**config.mk**
```make
export PLATFORM = sky130hd
export DESIGN_NAME = bldc_commutation_ctrl
export DESIGN_NICKNAME = d
export VERILOG_FILES = /design/src/rtl/bldc_commutation_ctrl.sv
export SDC_FILE = /design/constraint.sdc
export NUM_CORES = 1
export LEC_CHECK = 0
export CORE_MARGIN = 2
export CORE_UTILIZATION = 25
export DETAILED_ROUTE_END_ITERATION = 7
export PLACE_DENSITY = 0.46
export RECOVER_POWER = 50
export SLEW_MARGIN = 20
export SYNTH_ARGS = -nofsm -noshare
export SYNTH_HDL_FRONTEND = slang
export SYNTH_SLANG_ARGS = --single-unit
```
**constraint.sdc**
```tcl
create_clock -name CLK -period 9.27 [get_ports CLK]
set_clock_uncertainty 0.1 [all_clocks]
set_input_delay 2.781 -clock CLK [delete_from_list [all_inputs] [get_ports CLK]]
set_output_delay 2.781 -clock CLK [all_outputs]
set_load 0.05 [all_outputs]
```
**src/rtl/bldc_commutation_ctrl.sv**
```systemverilog
// Six-step trapezoidal commutation sequencer for a BLDC drive.
//
// Hall inputs pass through a 2-flop synchronizer and a stability filter, are
// decoded to a sector, and drive the three half-bridge enables from a fixed
// six-step table. Every sector or direction change goes through DEAD_CYC
// all-off cycles before the new pattern is applied. The duty value handed to
// the PWM generator is slewed one LSB every RAMP_DIV clocks toward the target.
//
// Ports:
//   CLK          system clock, rising edge
//   RST          synchronous active-high reset
//   enable       run request
//   dir          0 = forward, 1 = reverse
//   hall[2:0]    raw Hall inputs {C,B,A}, asynchronous
//   duty_target  requested duty
//   duty_sel     ramped duty to the PWM `sel` input
//   high_en[2:0] high-side enables, bit0 = A, bit1 = B, bit2 = C
//   low_en[2:0]  low-side enables, same bit order
//   fault        invalid Hall code latched
//   sector[2:0]  last decoded sector 0..5
module bldc_commutation_ctrl #(
  parameter int DEAD_CYC  = 16,
  parameter int HALL_FILT = 4,
  parameter int RAMP_DIV  = 256
) (
  input  logic       CLK,
  input  logic       RST,
  input  logic       enable,
  input  logic       dir,
  input  logic [2:0] hall,
  input  logic [7:0] duty_target,
  output logic [7:0] duty_sel,
  output logic [2:0] high_en,
  output logic [2:0] low_en,
  output logic       fault,
  output logic [2:0] sector
);

  localparam int FW = $clog2(HALL_FILT + 1);
  localparam int DW = (DEAD_CYC > 1) ? $clog2(DEAD_CYC) : 1;
  localparam int PW = (RAMP_DIV > 1) ? $clog2(RAMP_DIV) : 1;

  typedef enum logic [1:0] {IDLE, RUN, DEAD, FAULT} state_t;

  // ---------------------------------------------------------------------------
  // Hall synchronizer and stability filter
  // ---------------------------------------------------------------------------
  logic [2:0]    hall_meta, hall_sync, hall_prev, hall_filt;
  logic [FW-1:0] stable_cnt, run_len;

  // run_len = number of consecutive cycles hall_sync has held its value,
  // including the current one, saturating at HALL_FILT.
  always_comb begin
    if (hall_sync != hall_prev)            run_len = FW'(1);
    else if (stable_cnt == FW'(HALL_FILT)) run_len = stable_cnt;
    else                                   run_len = stable_cnt + FW'(1);
  end

  always_ff @(posedge CLK) begin
    if (RST) begin
      hall_meta  <= '0;
      hall_sync  <= '0;
      hall_prev  <= '0;
      hall_filt  <= '0;
      stable_cnt <= '0;
    end else begin
      hall_meta  <= hall;
      hall_sync  <= hall_meta;
      hall_prev  <= hall_sync;
      stable_cnt <= run_len;
      if (run_len == FW'(HALL_FILT)) hall_filt <= hall_sync;
    end
  end

  // ---------------------------------------------------------------------------
  // Sector decode
  // ---------------------------------------------------------------------------
  logic       hall_valid;
  logic [2:0] hall_sec;

  always_comb begin
    hall_valid = 1'b1;
    hall_sec   = 3'd0;
    case (hall_filt)
      3'b101:  hall_sec = 3'd0;
      3'b100:  hall_sec = 3'd1;
      3'b110:  hall_sec = 3'd2;
      3'b010:  hall_sec = 3'd3;
      3'b011:  hall_sec = 3'd4;
      3'b001:  hall_sec = 3'd5;
      default: hall_valid = 1'b0;
    endcase
  end

  // {high, low} for a sector; reverse drives the same pair with roles swapped.
  function automatic logic [5:0] drive_pat(input logic [2:0] sec, input logic rev);
    logic [2:0] hi, lo;
    case (sec)
      3'd0:    begin hi = 3'b001; lo = 3'b010; end
      3'd1:    begin hi = 3'b001; lo = 3'b100; end
      3'd2:    begin hi = 3'b010; lo = 3'b100; end
      3'd3:    begin hi = 3'b010; lo = 3'b001; end
      3'd4:    begin hi = 3'b100; lo = 3'b001; end
      3'd5:    begin hi = 3'b100; lo = 3'b010; end
      default: begin hi = 3'b000; lo = 3'b000; end
    endcase
    return rev ? {lo, hi} : {hi, lo};
  endfunction

  // ---------------------------------------------------------------------------
  // Duty ramp step
  // ---------------------------------------------------------------------------
  logic [PW-1:0] pre;
  logic          ramp_tick;
  logic [7:0]    duty_next;

  always_comb begin
    ramp_tick = (pre == PW'(RAMP_DIV - 1));
    duty_next = duty_sel;
    if (ramp_tick) begin
      if (duty_sel < duty_target)      duty_next = duty_sel + 8'd1;
      else if (duty_sel > duty_target) duty_next = duty_sel - 8'd1;
    end
  end

  // ---------------------------------------------------------------------------
  // Commutation FSM
  // ---------------------------------------------------------------------------
  state_t        state;
  logic [2:0]    drv_sec;   // sector/dir currently applied to the bridge
  logic          drv_dir;
  logic [DW-1:0] dead_cnt;

  always_ff @(posedge CLK) begin
    if (RST) begin
      state    <= IDLE;
      duty_sel <= '0;
      high_en  <= '0;
      low_en   <= '0;
      fault    <= 1'b0;
      sector   <= '0;
      pre      <= '0;
      drv_sec  <= '0;
      drv_dir  <= 1'b0;
      dead_cnt <= '0;
    end else begin
      if (hall_valid) sector <= hall_sec;

      case (state)
        IDLE: begin
          high_en  <= '0;
          low_en   <= '0;
          duty_sel <= '0;
          pre      <= '0;
          fault    <= 1'b0;
          if (enable) begin
            if (hall_valid) begin
              state              <= RUN;
              drv_sec            <= hall_sec;
              drv_dir            <= dir;
              {high_en, low_en}  <= drive_pat(hall_sec, dir);
            end else begin
              state <= FAULT;
              fault <= 1'b1;
            end
          end
        end

        RUN, DEAD: begin
          if (!enable) begin
            state    <= IDLE;
            high_en  <= '0;
            low_en   <= '0;
            duty_sel <= '0;
            pre      <= '0;
          end else if (!hall_valid) begin
            state    <= FAULT;
            fault    <= 1'b1;
            high_en  <= '0;
            low_en   <= '0;
            duty_sel <= '0;
            pre      <= '0;
          end else begin
            pre      <= ramp_tick ? '0 : pre + PW'(1);
            duty_sel <= duty_next;
            if (state == RUN) begin
              if (hall_sec != drv_sec || dir != drv_dir) begin
                state    <= DEAD;
                dead_cnt <= DW'(DEAD_CYC - 1);
                high_en  <= '0;
                low_en   <= '0;
              end
            end else if (dead_cnt == '0) begin
              // Whatever sector/dir is current at exit gets driven; changes
              // seen during the dead window do not restart it.
              state             <= RUN;
              drv_sec           <= hall_sec;
              drv_dir           <= dir;
              {high_en, low_en} <= drive_pat(hall_sec, dir);
            end else begin
              dead_cnt <= dead_cnt - DW'(1);
            end
          end
        end

        FAULT: begin
          high_en  <= '0;
          low_en   <= '0;
          duty_sel <= '0;
          pre      <= '0;
          fault    <= 1'b1;
          if (!enable) begin
            state <= IDLE;
            fault <= 1'b0;
          end
        end

        default: state <= IDLE;
      endcase
    end
  end

endmodule

```
Word-level counts from Yosys, hierarchy flattened. Index checks and enable logic that the tools add are counted.

Flip-flop bits (word level): 51. Logic and storage cells: 140.

Add/subtract/negate cells: 5. $lt $le $gt $ge: 2. Equality and inequality tests: 34. Muxes and demuxes: 64. Reductions and logical operators: 20.

Operators with widths (count): 8-bit 2-to-1 mux (8); 3-bit 2-to-1 mux (21); 3-bit case mux with 3 select lines (4); 8-bit case mux with 2 select lines (2); 3-bit equality test, second input constant (7); 2-bit != test, second input constant (9); 8-bit by 1-bit adder with 8-bit output, second input constant (2); 2-bit 2-to-1 mux (8); 2-bit OR reduction (8); 5-bit != test, second input constant (3); 3-bit case mux with 5 select lines (1); 3-bit by 2-bit equality test with 1-bit output, second input constant (4); 1-bit 2-to-1 mux (12); 4-bit 2-to-1 mux (3); 8-bit equality test, second input constant (1); 8-bit greater-than comparator (1); 8-bit < comparator (1); 8-bit by 1-bit subtractor with 8-bit output, second input constant (1); 7-bit AND reduction (1); 3-bit by 1-bit equality test with 1-bit output, second input constant (2); 6-bit 2-to-1 mux (1); 3-bit != test (2); 2-bit case mux with 3 select lines (1); 3-bit case mux with 2 select lines (1); 18 further kinds (21).

Depth between registers and ports, before layout.
Word-level depth: 11. Mapped depth: 14.

Least setup slack after synthesis. OpenSTA, ideal clock, no wires.

Path kind: input port to flip-flop. Start: input duty_target[2]. End: register duty_sel[7]. Library setup time: 0.083 ns. Arrival time: 5.037 ns. Setup slack: 4.051 ns. Cell stages on the path: 13. Path buffers: 0. Cells stage by stage: inv_1 ha_1 o21ai_0 a21oi_1 o31ai_1 nand2_1 ha_1 nand3_1 o211ai_1 o221ai_1 a21boi_0 or2_2 o221ai_1.

Longest elaborated chain between the ends: 6.

RTL lines: start: declaration (RTL line 31) `input logic [7:0] duty_target,`; 8-bit < comparator (RTL line 121) `if (duty_sel < duty_target) duty_next = duty_sel + 8'd1;`; 8-bit 2-to-1 mux (RTL line 121); 8-bit 2-to-1 mux (RTL line 120) `if (ramp_tick) begin`; 8-bit 2-to-1 mux (RTL line 176) `end else if (!hall_valid) begin`; 8-bit 2-to-1 mux (RTL line 170) `if (!enable) begin`; 8-bit case mux with 2 select lines (RTL line 149) `case (state)`; end signal: assignment (RTL line 185) `duty_sel <= duty_next;`; end: declaration (RTL line 32) `output logic [7:0] duty_sel,`.

Parallel ways exist; a longest one is shown, timed or not. The select of a mux whose other input is x is not followed. A chain may end at the register's enable or synchronous reset.

==> qor.yml <==
slew_viol_final: 39
cts.path.max_buffers: 2
antenna_found_initial: 0
synth.top_cell.area_share_pct: 34.2
finalSetupViolations: 0
design_internal_power_uw: 369
via_count: 2390
post_cts_resized: 0
design.final.nets: 411
post-cts-setup-buffer-count: 0
firstDrtPassIters: 6
grt_max_degree: 39
number_of_register_bits_inferred_by_synthesis: 51
pwr-share-comb_pct: 18.5
min_period_ns: 5.82
seq_area_frac_synth_pct: 34.2
timing.setup.critical_path_class: "input pin to flip-flop"
clkPwrFrac_pct: 36.8
area_delta_synth_final_pct: 19.1
power.switching_fraction_pct: 29.3
drtIter0Drc: 86
min_path_type: "flip-flop to flip-flop"
tritoncts: "built"
critical_path_arrival_ns: 5.89
crit_path_cell_trace: "dlygate4sd3_1, clkbuf_1, inv_1, nand3_1, nor2_1"
synth_top_cells_by_count: "sky130_fd_sc_hd__dfxtp_1 (51), sky130_fd_sc_hd__nor2_1 (47), sky130_fd_sc_hd__inv_1 (23)"
globalplace.congestion: 0.763
synthCells: 348
outcome: "finished with violations"
io_pins: 33
finalHoldViolCount: 0
async_flop_share_pct: 0
seq_power_share_pct: 44.7
overflow: 0
post-dp-hpwl_um: 4560
synth.most_common_cell: "sky130_fd_sc_hd__dfxtp_1"
cts-htree-levels: 2
dieArea_mm2: 0.0128
floorplan.rows: 39
crit_required_ns: 9.34
starting_density_pct: 25.8
detail_route.wirelength_um: 6370
slew_headroom_pct: -23.3
synthDominantAreaCellType: "sky130_fd_sc_hd__dfxtp_1"
cts_hold_buf: 0
wire_length_of_the_first_global_routing_pass_um: 11100
rsz_0062_raised_after_global_routing: "false"
ys_dominant_reg_cell: "sky130_fd_sc_hd__dfxtp_1"
synth-edff-count: 0
detail_route_antenna_nets: 0
route.detailed.wl_per_inst_um: 12.3
core_area_mm2: 0.0116
syn-cell-area_mm2: 0.00299
power.switching_uw: 153
synth.lib_cells_used.distinct: 57
worst_ir_drop_on_vdd_v: 0.0000671
final.period_utilization_pct: 62.8
p_leak_uw: 0.00137
final_critical_path_setup_slack_ns: 3.45
timing.critical_path.to_type: "flip-flop"
cts_made_buffers: 5
max_cap_violations: 1
fmax_mhz: 172
first_global_vias: 2336
p_per_area_mw_per_mm2: 147
final_layout_size_suffix_gt1_share_pct: 5.87
critical_path_peak_fanout: 38
worst_setup_hold_path_clk_slew_ns: 0.07
portBuffers: 32
critical-path-slowest-cell: "sky130_fd_sc_hd__clkbuf_1"
worst_slack_placed_ns: 3.26
die_width_um: 113
cp_num_buf_inv: 3
timing.critical_path.from_type: "input pin"
synth.yosys.warnings: 0
synth.top_cells.by_area: "sky130_fd_sc_hd__dfxtp_1 (34%), sky130_fd_sc_hd__ha_1 (8.8%), sky130_fd_sc_hd__nor2_1 (5.9%), sky130_fd_sc_hd__mux2i_1 (4.4%), sky130_fd_sc_hd__xnor2_1 (3.2%)"
antenna_cells: 0
clock_sinks: 51
final.setup.tns_ns: 0
critical-path-max-stage-delay_ns: 1.33
drc: 0
floorplan.die.height_um: 113
globalRouteTotalUtil_pct: 10.4
tightestPinTransition_ns: 1.85
critPathTopFamily: "buffers and inverters"
clkLatencyLatePin_ns: 0.30
clk_root_buf: "sky130_fd_sc_hd__clkbuf_16"
postSynthNetCount: 385
failed_checks: "capacitance limit, slew limit"
viasPerCell: 4.61
mean_post_synth_cell_area_um2: 8.59
[cells by family after synthesis]
group                      Yosys count  share of synthesized area (%)
AOI/OAI and AO/OA                   64                           15.4
xor gates and xnor gates            17                           5.61
adders and majority gates           22                           9.46
buffers and inverters               37                           5.78
DFF                                 51                           34.2
muxes                               14                           4.73
and+or+nand+nor                    143                           24.9
[sequential cells by signal, indices dropped and copies added (netlist names)]
name / count
drv_sec: 3
duty_sel: 8
high_en: 3
pre: 8
hall_prev: 3
hall_sync: 3
state: 2
hall_filt: 3
low_en: 3
fault: 1
hall_meta: 3
dead_cnt: 4
stable_cnt: 3
drv_dir: 1
sector: 3
[path summary, 6_finish.rpt]
kind / startpoint / endpoint / slack [ns] / cells past startpoint
worst max-delay path: RST / pre[3]$_SDFF_PP0_ / 3.45 / 5
worst min-delay path: hall_meta[2]$_SDFF_PP0_ / hall_sync[2]$_SDFF_PP0_ / 0.34 / 1
worst max register to register: duty_sel[2]$_SDFFE_PP0P_ / duty_sel[7]$_SDFFE_PP0P_ / 6.15 / 12
worst min register to register: hall_meta[2]$_SDFF_PP0_ / hall_sync[2]$_SDFF_PP0_ / 0.34 / 1
[layout make-up]
type,instances,area (um^2)
clock inverter,3,25.0
inverter,23,86.3
tap,143,179
clock buffer,5,125
timing repair buffer,33,324
fill,1238,8010
sequential,51,1020
multi-input combinational,260,1800
[per-stage QoR]
stage	power [uW]	utilization [%]	cell area, um^2	instances	hold WS (ns)
floorplan	311	-	2990	348	0.314
CTS	532	30.8	3560	518	0.344
global placement	337	29.5	3410	510	0.317
detailed placement	337	29.5	3410	510	0.326
finish	522	30.8	3560	518	0.341
global route	552	30.8	3560	518	0.369
[cell usage in the layout (no fill, tap or decap), types with 5 or more instances in the layout]
master                            instances
sky130_fd_sc_hd__a21oi_1                 18
sky130_fd_sc_hd__nor3_1                  13
sky130_fd_sc_hd__inv_1                   23
sky130_fd_sc_hd__nand2_1                 18
sky130_fd_sc_hd__dfxtp_1                 51
sky130_fd_sc_hd__clkdlybuf4s50_1         22
sky130_fd_sc_hd__dlygate4sd3_1           10
sky130_fd_sc_hd__nor3b_1                  8
sky130_fd_sc_hd__xnor2_1                 11
sky130_fd_sc_hd__clkbuf_16                5
sky130_fd_sc_hd__nand2b_1                 5
sky130_fd_sc_hd__nor2b_1                 13
sky130_fd_sc_hd__nor2_1                  47
sky130_fd_sc_hd__o21ai_0                  8
sky130_fd_sc_hd__ha_1                    21
sky130_fd_sc_hd__a31o_1                   6
sky130_fd_sc_hd__mux2i_1                 13
sky130_fd_sc_hd__nand4_1                  6
sky130_fd_sc_hd__nand3_1                 14
sky130_fd_sc_hd__xor2_1                   5
[power groups by stage]
stage,Combinational (uW),Clock [uW],Sequential [uW]
final,96.8,192,233
after global routing,110,207,235
after CTS,98.5,200,233
after detailed placement,98.1,0,239
after global placement,98.2,0,239
after floorplan,67.5,0,243
[metal layers]
layer | vias to the layer above | share of wire, % | GRT usage, %
met5 | - | 0 | 0
met4 | 0 | 1.4 | 3.17
met3 | 9 | 3.2 | 2.46
met2 | 36 | 45 | 16.8
met1 | 1077 | 51 | 13.9
li1 | 1268 | - | -
Note: power is estimated with default switching activity, not from simulation.
